`config.mk`:
```
export PLATFORM = sky130hd
export DESIGN_NAME = hamming_decoder
export DESIGN_NICKNAME = d
export VERILOG_FILES = /design/src/rtl/hamming_pkg.sv /design/src/rtl/hamming_syndrome.sv /design/src/rtl/hamming_decoder.sv
export SDC_FILE = /design/constraint.sdc
export NUM_CORES = 1
export LEC_CHECK = 0
export BUFFER_PORTS_ARGS = -buffer_cell sky130_fd_sc_hd__buf_2
export CORE_ASPECT_RATIO = 1.75
export CORE_MARGIN = 2
export CORE_UTILIZATION = 55
export CTS_BUF_LIST = sky130_fd_sc_hd__clkbuf_8 sky130_fd_sc_hd__clkbuf_16
export CTS_CLUSTER_DIAMETER = 30
export DETAILED_ROUTE_END_ITERATION = 12
export GPL_TIMING_DRIVEN = 0
export PLACE_DENSITY = 0.82
export SYNTH_ARGS = -nofsm -noshare
export SYNTH_HDL_FRONTEND = slang
export SYNTH_SLANG_ARGS = --single-unit
```
`constraint.sdc`:
```
create_clock -name clk -period 2.5 [get_ports clk]
set_clock_uncertainty 0.15 [all_clocks]
set_input_delay 0.5 -clock clk [delete_from_list [all_inputs] [get_ports clk]]
set_output_delay 0.5 -clock clk [all_outputs]
set_load 0.1 [all_outputs]
```
`src/rtl/hamming_pkg.sv`:
```
// Shared definitions for the 11-bit Hamming (7 data bits) encoder/decoder pair.
// Bit index i corresponds to Hamming position 11 - i.
package hamming_pkg;

  localparam int CODE_W = 11;
  localparam int DATA_W = 7;
  localparam int SYN_W  = 4;

  // Code-word bit indices of the data bits, listed MSB of the data word first.
  localparam int DATA_IDX [DATA_W] = '{8, 6, 5, 4, 2, 1, 0};

  typedef enum logic [1:0] {
    NONE,
    CORRECTED,
    UNCORRECTABLE
  } err_class_e;

  // Code-word bit index addressed by a correctable syndrome (1..11).
  function automatic logic [SYN_W-1:0] syn2bit(input logic [SYN_W-1:0] s);
    return SYN_W'(CODE_W) - s;
  endfunction

  function automatic err_class_e classify(input logic [SYN_W-1:0] s);
    if (s == '0) begin
      return NONE;
    end else if (s <= SYN_W'(CODE_W)) begin
      return CORRECTED;
    end else begin
      return UNCORRECTABLE;
    end
  endfunction

endpackage

```
`src/rtl/hamming_syndrome.sv`:
```
// Combinational syndrome {s8, s4, s2, s1} of an 11-bit Hamming code word.
module hamming_syndrome
  import hamming_pkg::*;
(
  input  logic [CODE_W-1:0] code,
  output logic [SYN_W-1:0]  syndrome
);

  assign syndrome[0] = code[10] ^ code[8] ^ code[6] ^ code[4] ^ code[2] ^ code[0];
  assign syndrome[1] = code[9]  ^ code[8] ^ code[5] ^ code[4] ^ code[1] ^ code[0];
  assign syndrome[2] = code[7]  ^ code[6] ^ code[5] ^ code[4];
  assign syndrome[3] = code[3]  ^ code[2] ^ code[1] ^ code[0];

endmodule

```
`src/rtl/hamming_decoder.sv`:
```
// Two-stage streaming SEC Hamming decoder with valid/ready handshake and
// saturating corrected/uncorrectable word counters.
module hamming_decoder
  import hamming_pkg::*;
#(
  parameter int CNT_W = 16
) (
  input  logic                clk,
  input  logic                rst_n,
  input  logic                in_valid,
  output logic                in_ready,
  input  logic [CODE_W-1:0]   in_code,
  output logic                out_valid,
  input  logic                out_ready,
  output logic [DATA_W-1:0]   out_data,
  output logic [SYN_W-1:0]    out_syndrome,
  output logic                out_corrected,
  output logic                out_uncorrectable,
  input  logic                clr_counts,
  output logic [CNT_W-1:0]    corr_count,
  output logic [CNT_W-1:0]    uncorr_count
);

  logic                s1_valid_reg;
  logic [CODE_W-1:0]   s1_code_reg;
  logic [SYN_W-1:0]    s1_syn_reg;

  logic                s2_valid_reg;
  logic [DATA_W-1:0]   s2_data_reg;
  logic [SYN_W-1:0]    s2_syn_reg;
  logic                s2_corr_reg;
  logic                s2_uncorr_reg;

  logic [CNT_W-1:0]    corr_count_reg;
  logic [CNT_W-1:0]    corr_count_next;
  logic [CNT_W-1:0]    uncorr_count_reg;
  logic [CNT_W-1:0]    uncorr_count_next;

  logic [SYN_W-1:0]    in_syn;
  err_class_e          s1_class;
  logic [SYN_W-1:0]    s1_flip_idx;
  logic [CODE_W-1:0]   flip_mask;
  logic [CODE_W-1:0]   fixed_code;
  logic [DATA_W-1:0]   fixed_data;

  logic                s1_adv;
  logic                s2_adv;
  logic                out_fire;

  hamming_syndrome u_syndrome (
    .code     (in_code),
    .syndrome (in_syn)
  );

  // A stage may load when it is empty or its contents move on this cycle.
  assign s2_adv   = !s2_valid_reg || out_ready;
  assign s1_adv   = !s1_valid_reg || s2_adv;
  assign in_ready = s1_adv;
  assign out_fire = s2_valid_reg && out_ready;

  assign s1_class    = classify(s1_syn_reg);
  assign s1_flip_idx = syn2bit(s1_syn_reg);

  generate
    for (genvar gi = 0; gi < CODE_W; gi++) begin : g_flip
      assign flip_mask[gi] = (s1_class == CORRECTED) && (s1_flip_idx == SYN_W'(gi));
    end
  endgenerate

  assign fixed_code = s1_code_reg ^ flip_mask;

  generate
    for (genvar gi = 0; gi < DATA_W; gi++) begin : g_data
      assign fixed_data[gi] = fixed_code[DATA_IDX[DATA_W-1-gi]];
    end
  endgenerate

  always_ff @(posedge clk or negedge rst_n) begin
    if (!rst_n) begin
      s1_valid_reg <= 1'b0;
      s1_code_reg  <= '0;
      s1_syn_reg   <= '0;
    end else if (s1_adv) begin
      s1_valid_reg <= in_valid;
      if (in_valid) begin
        s1_code_reg <= in_code;
        s1_syn_reg  <= in_syn;
      end
    end
  end

  always_ff @(posedge clk or negedge rst_n) begin
    if (!rst_n) begin
      s2_valid_reg  <= 1'b0;
      s2_data_reg   <= '0;
      s2_syn_reg    <= '0;
      s2_corr_reg   <= 1'b0;
      s2_uncorr_reg <= 1'b0;
    end else if (s2_adv) begin
      s2_valid_reg <= s1_valid_reg;
      if (s1_valid_reg) begin
        s2_data_reg   <= fixed_data;
        s2_syn_reg    <= s1_syn_reg;
        s2_corr_reg   <= (s1_class == CORRECTED);
        s2_uncorr_reg <= (s1_class == UNCORRECTABLE);
      end
    end
  end

  // Clear beats a same-cycle increment; counts stick at all-ones.
  always_comb begin
    corr_count_next   = corr_count_reg;
    uncorr_count_next = uncorr_count_reg;
    if (clr_counts) begin
      corr_count_next   = '0;
      uncorr_count_next = '0;
    end else if (out_fire) begin
      if (s2_corr_reg && !(&corr_count_reg)) begin
        corr_count_next = corr_count_reg + 1'b1;
      end
      if (s2_uncorr_reg && !(&uncorr_count_reg)) begin
        uncorr_count_next = uncorr_count_reg + 1'b1;
      end
    end
  end

  always_ff @(posedge clk or negedge rst_n) begin
    if (!rst_n) begin
      corr_count_reg   <= '0;
      uncorr_count_reg <= '0;
    end else begin
      corr_count_reg   <= corr_count_next;
      uncorr_count_reg <= uncorr_count_next;
    end
  end

  assign out_valid         = s2_valid_reg;
  assign out_data          = s2_data_reg;
  assign out_syndrome      = s2_syn_reg;
  assign out_corrected     = s2_corr_reg;
  assign out_uncorrectable = s2_uncorr_reg;
  assign corr_count        = corr_count_reg;
  assign uncorr_count      = uncorr_count_reg;

endmodule

```
==> impl_metrics.py, run 1 <==
metrics = {
    "status": {
        "outcome": "finished, final reports clean",
    },
    "routing": {
        "vias": 2669,
        "drtIter0Drc": 141,
        "drc": 0,
        "vias_per_cell": 5.79,
        "ant_nets": 0,
        "drt_wl_total_um": 6890,
        "wire_per_inst_um": 14.9,
        "first_pass_iters": 4,
    },
    "global_route": {
        "first_global_vias": 2572,
        "grt_pass1_wl_um": 11400,
        "grt_use_total_pct": 24.8,
        "globalRouteOverflowTotal": 0,
        "grt_max_degree": 59,
        "antenna_found_initial": 0,
    },
    "pwr": {
        "p_comb_share_pct": 33.8,
        "leakagePower_nw": 1.60,
        "power_switching_mw": 1.17,
        "irDropWorstVdd_mv": 0.727,
        "pwr-share-clk_pct": 26.3,
        "pwr_density_cell_mw_per_mm2": 753,
        "sequentialPowerShare_pct": 39.9,
        "total_power_mw": 2.78,
        "p_int_mw": 1.61,
        "switching_share_pct": 42.0,
    },
    "sta": {
        "fin_ws_ns": 0.217,
        "timing.hold.ws_ns": 0.0717,
        "max_freq_mhz": 438,
        "finalSetupViolCount": 0,
        "min_period_ns": 2.28,
        "worst_pin_slew_ns": 0.723,
        "period_share_pct": 91.3,
        "slew_viol_final": 0,
        "relSlewSlack_pct": 51.8,
        "hold_violations": 0,
        "rsz0062_at_grt": "no",
        "tns_ns": 0,
    },
    "place": {
        "place_area_mm2": 0.00352,
        "placedCellCount": 445,
        "hpwl_um": 5100,
        "place_congestion": 0.829,
        "portBuffers": 62,
        "preCtsSetupSlack_ns": 0.0572,
    },
    "layout": {
        "fin_area_mm2": 0.00369,
        "drive_gt1_share_pct": 32.5,
        "nets": 398,
        "stdcell_count": 461,
        "final_util_pct": 67.7,
        "diodes": 0,
        "syn_to_final_growth_pct": 20.5,
        "filler_cell_count": 442,
    },
    "worst_setup_path": {
        "worstSetupStartpoint": "corr_count[0]",
        "path_class": "flip-flop to flip-flop",
        "r2r_start": "corr_count[0]",
        "r2r_end": "corr_count[6]",
        "end_kind": "flip-flop",
        "start_kind": "flip-flop",
        "cp.arrival_ns": 2.35,
        "path_max_fanout": 10,
        "r2r_slack_ns": 0.22,
        "reg2reg_depth": 6,
        "crit_required_ns": 2.57,
    },
    "clock_tree": {
        "cts_setup_buffers": 0,
        "cts_tree": "built",
        "cts_resized": 0,
        "htree_levels": 3,
        "ctsHoldBuffers": 0,
        "clk_latency_ns": 0.34,
        "cts_max_path_buffers": 2,
        "cts_sinks": 58,
        "numCtsBuffers": 9,
        "clockRootBuffer": "clkbuf_8",
        "path_clk_slew_ns": 0.06,
    },
    "floorplan": {
        "rows": 36,
        "fp.dieW_um": 60.4,
        "coreArea_mm2": 0.00545,
        "pin_count": 63,
        "start_util_pct": 56.2,
        "dieArea_mm2": 0.00620,
        "die_h_um": 103,
    },
    "synth": {
        "synthFlopType": "dfrtp_1",
        "synth_cell_type_count": 44,
        "ys_ff_latch": 58,
        "mappedNetlistNets": 325,
        "synth_top_area_share_pct": 47.4,
        "avgSynthCellArea_um2": 9.97,
        "yosys-top-cells-area": "dfrtp_1 47%, mux2_2 4.8%, xnor2_1 4.6%, nand2_1 3.4%, or4_1 3.4%",
        "yosysSeqAreaShare_pct": 47.4,
        "syn_area_mm2": 0.00306,
        "synthTopCellsByCount": "58 x dfrtp_1, 28 x nand2_1, 20 x a21oi_1, 17 x o21ai_0, 16 x xnor2_1",
        "synth_enable_flop_cells": 0,
        "yosysWarnings": 0,
        "synthArstFlopShare_pct": 100,
        "syn_inst": 307,
        "yosysMostFrequentCell": "dfrtp_1",
        "yosys.area.top_type": "dfrtp_1",
    },
    "run": {
        "drv_cap": 0,
    },
    "hold_path": {
        "min_path_type": "input pin to async pin",
    },
}
cell type report:
| class | count | area (um2) | share of cell area (%) |
|---|---|---|---|
| Multi-Input combinational cell | 226 | 1530 | 41.5 |
| Sequential cell | 58 | 1490 | 40.3 |
| Tap cell | 76 | 95.1 | 2.58 |
| Timing Repair Buffer | 62 | 313 | 8.48 |
| Inverter | 5 | 18.8 | 0.509 |
| Clock buffer | 10 | 138 | 3.73 |
| Buffer | 18 | 81.3 | 2.20 |
| Clock inverter | 6 | 26.3 | 0.712 |
power groups by stage:
| stage | logic (mW) | registers, mW | clock network (mW) |
|---|---|---|---|
| CTS | 0.947 | 1.11 | 0.749 |
| detailed placement | 0.944 | 1.12 | 0 |
| finish | 0.940 | 1.11 | 0.731 |
| floorplan | 0.255 | 1.63 | 0 |
| global placement | 0.934 | 1.12 | 0 |
| global route | 0.993 | 1.12 | 0.790 |
per-layer routing:
metal  routed length (um)  vias to the layer above  global-route usage [%]
met2                 3810                       82                    44.5
met3                  314                       15                    6.65
met5                    0                        -                       0
met1                 2600                     1302                    25.8
li1                     -                     1270                       -
met4                  164                        0                    12.1
worst max-delay path, cell delays in order (launching register included):
cell	delay, ns
dfrtp_2	0.41
ha_1	0.19
nand3_1	0.22
nor4_1	0.49
buf_2	0.28
nor4_1	0.08
mux2_1	0.34
worst max path at each step:
| stage | end | slack [ns] |
|---|---|---|
| after global routing | corr_count[6] | 0.05 |
| final | corr_count[6] | 0.22 |
| after global placement | uncorr_count[9] | 0.09 |
| after floorplan | s1_code_reg[4] | -0.17 |
| after CTS | uncorr_count[9] | 0.23 |
| after detailed placement | uncorr_count[9] | 0.06 |
layout by cell type (no fill, tap or decap), types with 8 or more instances in the layout:
master / synthesis / routed
a21oi_1: 20 / 20
buf_2: 3 / 64
clkbuf_1: 15 / 14
clkbuf_8: 0 / 11
dfrtp_1: 58 / 31
dfrtp_2: 0 / 26
inv_1: 5 / 8
mux2_1: 8 / 8
mux2_2: 13 / 11
nand2_1: 28 / 27
nand3_1: 10 / 10
nor2_1: 13 / 13
nor2b_1: 11 / 11
o21ai_0: 17 / 17
o31ai_1: 11 / 11
or4_1: 14 / 14
xnor2_1: 16 / 16
cells by family (layout without fill, tap and decap cells):
kind of cell | Yosys count | after routing | share of synthesized area (%)
DFF | 58 | 58 | 47.4
xor gates and xnor gates | 21 | 21 | 6.01
muxes | 22 | 22 | 8.05
AOI/OAI and AO/OA | 58 | 58 | 11.5
buffers and inverters | 23 | 101 | 2.94
and+or+nand+nor | 123 | 123 | 23.3
adders and majority gates | 2 | 2 | 0.817
(Power assumes the default switching activity.)
==> inputs of run 2 (changes only) <==
--- a/config.mk
+++ b/config.mk
@@ -13,7 +13,7 @@
 export CTS_CLUSTER_DIAMETER = 30
 export DETAILED_ROUTE_END_ITERATION = 12
 export GPL_TIMING_DRIVEN = 0
-export PLACE_DENSITY = 0.82
+export PLACE_DENSITY = 0.8
 export SYNTH_ARGS = -nofsm -noshare
 export SYNTH_HDL_FRONTEND = slang
 export SYNTH_SLANG_ARGS = --single-unit
==> run 2 against run 1 <==
Global-route usage shrank 0.27 points. First-iteration DRC count shrank 21%. Sequential power barely moved. Combinational power about the same. Via count decreased by 0.67%. Sequential cell count is the same. Core utilization is 0.60 points higher. Fmax is 3.3% higher. Cell count unchanged. Clock power up 10%. Critical path depth is 1 lower. Highest routed layer unchanged.
==> impl_metrics.py, run 2 (same netlist as run 1, synthesis figures left out) <==
metrics = {
    "status": {
        "outcome": "finished, final reports clean",
    },
    "worst_setup_path": {
        "cp_num_buf_inv": 1,
        "worstSetupStartpoint": "out_valid",
        "cp.arrival_ns": 2.29,
        "reg2reg_depth": 5,
        "crit_chain": "and3_1, clkbuf_1, nand2_1, a2111oi_0, mux2_2",
        "crit_cells": 5,
        "crit_end": "uncorr_count[9]",
        "slowest_delay_ns": 0.46,
        "r2r_slack_ns": 0.29,
        "r2r_end": "uncorr_count[9]",
        "path_class": "flip-flop to flip-flop",
        "path_max_fanout": 7,
        "cp_top_family": "compound AO/OA/AOI/OAI gates",
        "end_kind": "flip-flop",
        "start_kind": "flip-flop",
        "crit_required_ns": 2.58,
        "slowest_stage": "a2111oi_0",
        "r2r_start": "out_valid",
    },
    "global_route": {
        "antenna_found_initial": 0,
        "grt_pass1_wl_um": 11300,
        "first_global_vias": 2504,
        "globalRouteOverflowTotal": 0,
        "grt_use_total_pct": 24.6,
        "grt_max_degree": 59,
    },
    "sta": {
        "min_period_ns": 2.21,
        "slew_viol_final": 0,
        "worst_pin_slew_ns": 0.718,
        "period_share_pct": 88.4,
        "rsz0062_at_grt": "no",
        "hold_violations": 0,
        "finalSetupViolCount": 0,
        "tns_ns": 0,
        "max_freq_mhz": 453,
        "relSlewSlack_pct": 52.2,
    },
    "pwr": {
        "p_int_mw": 1.68,
        "p_comb_share_pct": 32.9,
        "switching_share_pct": 41.1,
        "pwr-share-clk_pct": 28.2,
        "leakagePower_nw": 1.59,
        "pwr_density_cell_mw_per_mm2": 766,
        "irDropWorstVdd_mv": 0.610,
        "sequentialPowerShare_pct": 38.9,
        "total_power_mw": 2.85,
        "power_switching_mw": 1.17,
    },
    "layout": {
        "filler_cell_count": 454,
        "nets": 398,
        "drive_gt1_share_pct": 33.5,
        "final_util_pct": 68.3,
        "seqCellArea_mm2": 0.00149,
        "final_cell_mix": "64 x buf_2, 31 x dfrtp_1, 27 x nand2_1, 26 x dfrtp_2, 20 x a21oi_1",
        "stdcell_count": 461,
        "multi_input_area_mm2": 0.00154,
        "fin_area_mm2": 0.00372,
        "syn_to_final_growth_pct": 21.6,
        "final_common_cell": "buf_2",
        "diodes": 0,
    },
    "routing": {
        "first_pass_iters": 5,
        "drt_wl_total_um": 6740,
        "ant_nets": 0,
        "vias": 2651,
        "drtIter0Drc": 111,
        "vias_per_cell": 5.75,
        "drc": 0,
        "wire_per_inst_um": 14.6,
    },
    "floorplan": {
        "pin_count": 63,
        "fp.dieW_um": 60.4,
        "die_h_um": 103,
        "rows": 36,
        "coreArea_mm2": 0.00545,
        "dieArea_mm2": 0.00620,
        "start_util_pct": 56.2,
    },
    "clock_tree": {
        "numCtsBuffers": 9,
        "cts_resized": 0,
        "cts_max_path_buffers": 2,
        "cts_tree": "built",
        "cts_setup_buffers": 0,
        "clockRootBuffer": "clkbuf_8",
        "clk_latency_ns": 0.34,
        "htree_levels": 3,
        "cts_sinks": 58,
        "path_clk_slew_ns": 0.06,
        "ctsHoldBuffers": 0,
    },
    "place": {
        "hpwl_um": 4970,
        "placedCellCount": 445,
        "place_congestion": 0.815,
        "place_area_mm2": 0.00352,
        "portBuffers": 62,
    },
    "run": {
        "drv_cap": 0,
    },
    "hold_path": {
        "min_path_type": "input pin to async pin",
    },
}
-- run 2: changes by cell type in the layout (fill, tap and decap cells not counted), sizes merged --
cell and delta:
inv -3, clkinv -1, clkbuf +2, clkinvlp +2
-- run 2: per-stage QoR --
step	setup slack [ns]	hold slack, ns
floorplan	-0.167	0.0544
global placement	0.103	0.309
detailed placement	0.0822	0.316
CTS	0.190	0.202
global route	0.111	0.109
finish	0.291	0.0564
-- run 2: power by group through the flow --
stage	registers (mW)	clock network, mW	logic [mW]
floorplan	1.63	0	0.255
global placement	1.12	0	0.934
detailed placement	1.12	0	0.944
CTS	1.11	0.824	0.945
global route	1.12	0.867	0.990
finish	1.11	0.804	0.938
-- run 2: area by class of cell --
cell class	count	share of cell area (%)
Multi-Input combinational cell	226	41.3
Clock buffer	12	4.44
Inverter	5	0.504
Buffer	18	2.18
Clock inverter	4	0.672
Timing Repair Buffer	62	8.40
Sequential cell	58	40.0
Tap cell	76	2.55
-- run 2: worst min path at each step --
stage | from | endpoint | slack (ns) | cells after the start
after floorplan | rst_n | corr_count[0] | 0.05 | 0
after global placement | out_data[2] | out_data[2] | 0.31 | 2
after detailed placement | out_data[0] | out_data[0] | 0.32 | 2
after CTS | in_valid | s1_valid_reg | 0.20 | 2
after global routing | rst_n | uncorr_count[11] | 0.11 | 1
final | rst_n | uncorr_count[8] | 0.06 | 1
-- run 2: worst register-to-register path: cells and delay by family (launching register included) --
family / cells / cell delay, ns
buffers and inverters: 1 / 0.25
AO/OA/AOI/OAI: 1 / 0.46
multiplexers: 1 / 0.38
flip-flops: 1 / 0.45
AND/OR/NAND/NOR: 2 / 0.40
-- run 2: layer usage --
layer  track usage [%]  part of all wire [%]  wire length, um
met1              27.2                    38             2570
met2              42.0                    54             3640
met3              7.28                   4.9              327
met4              11.8                   2.9              198
met5                 0                     0                0
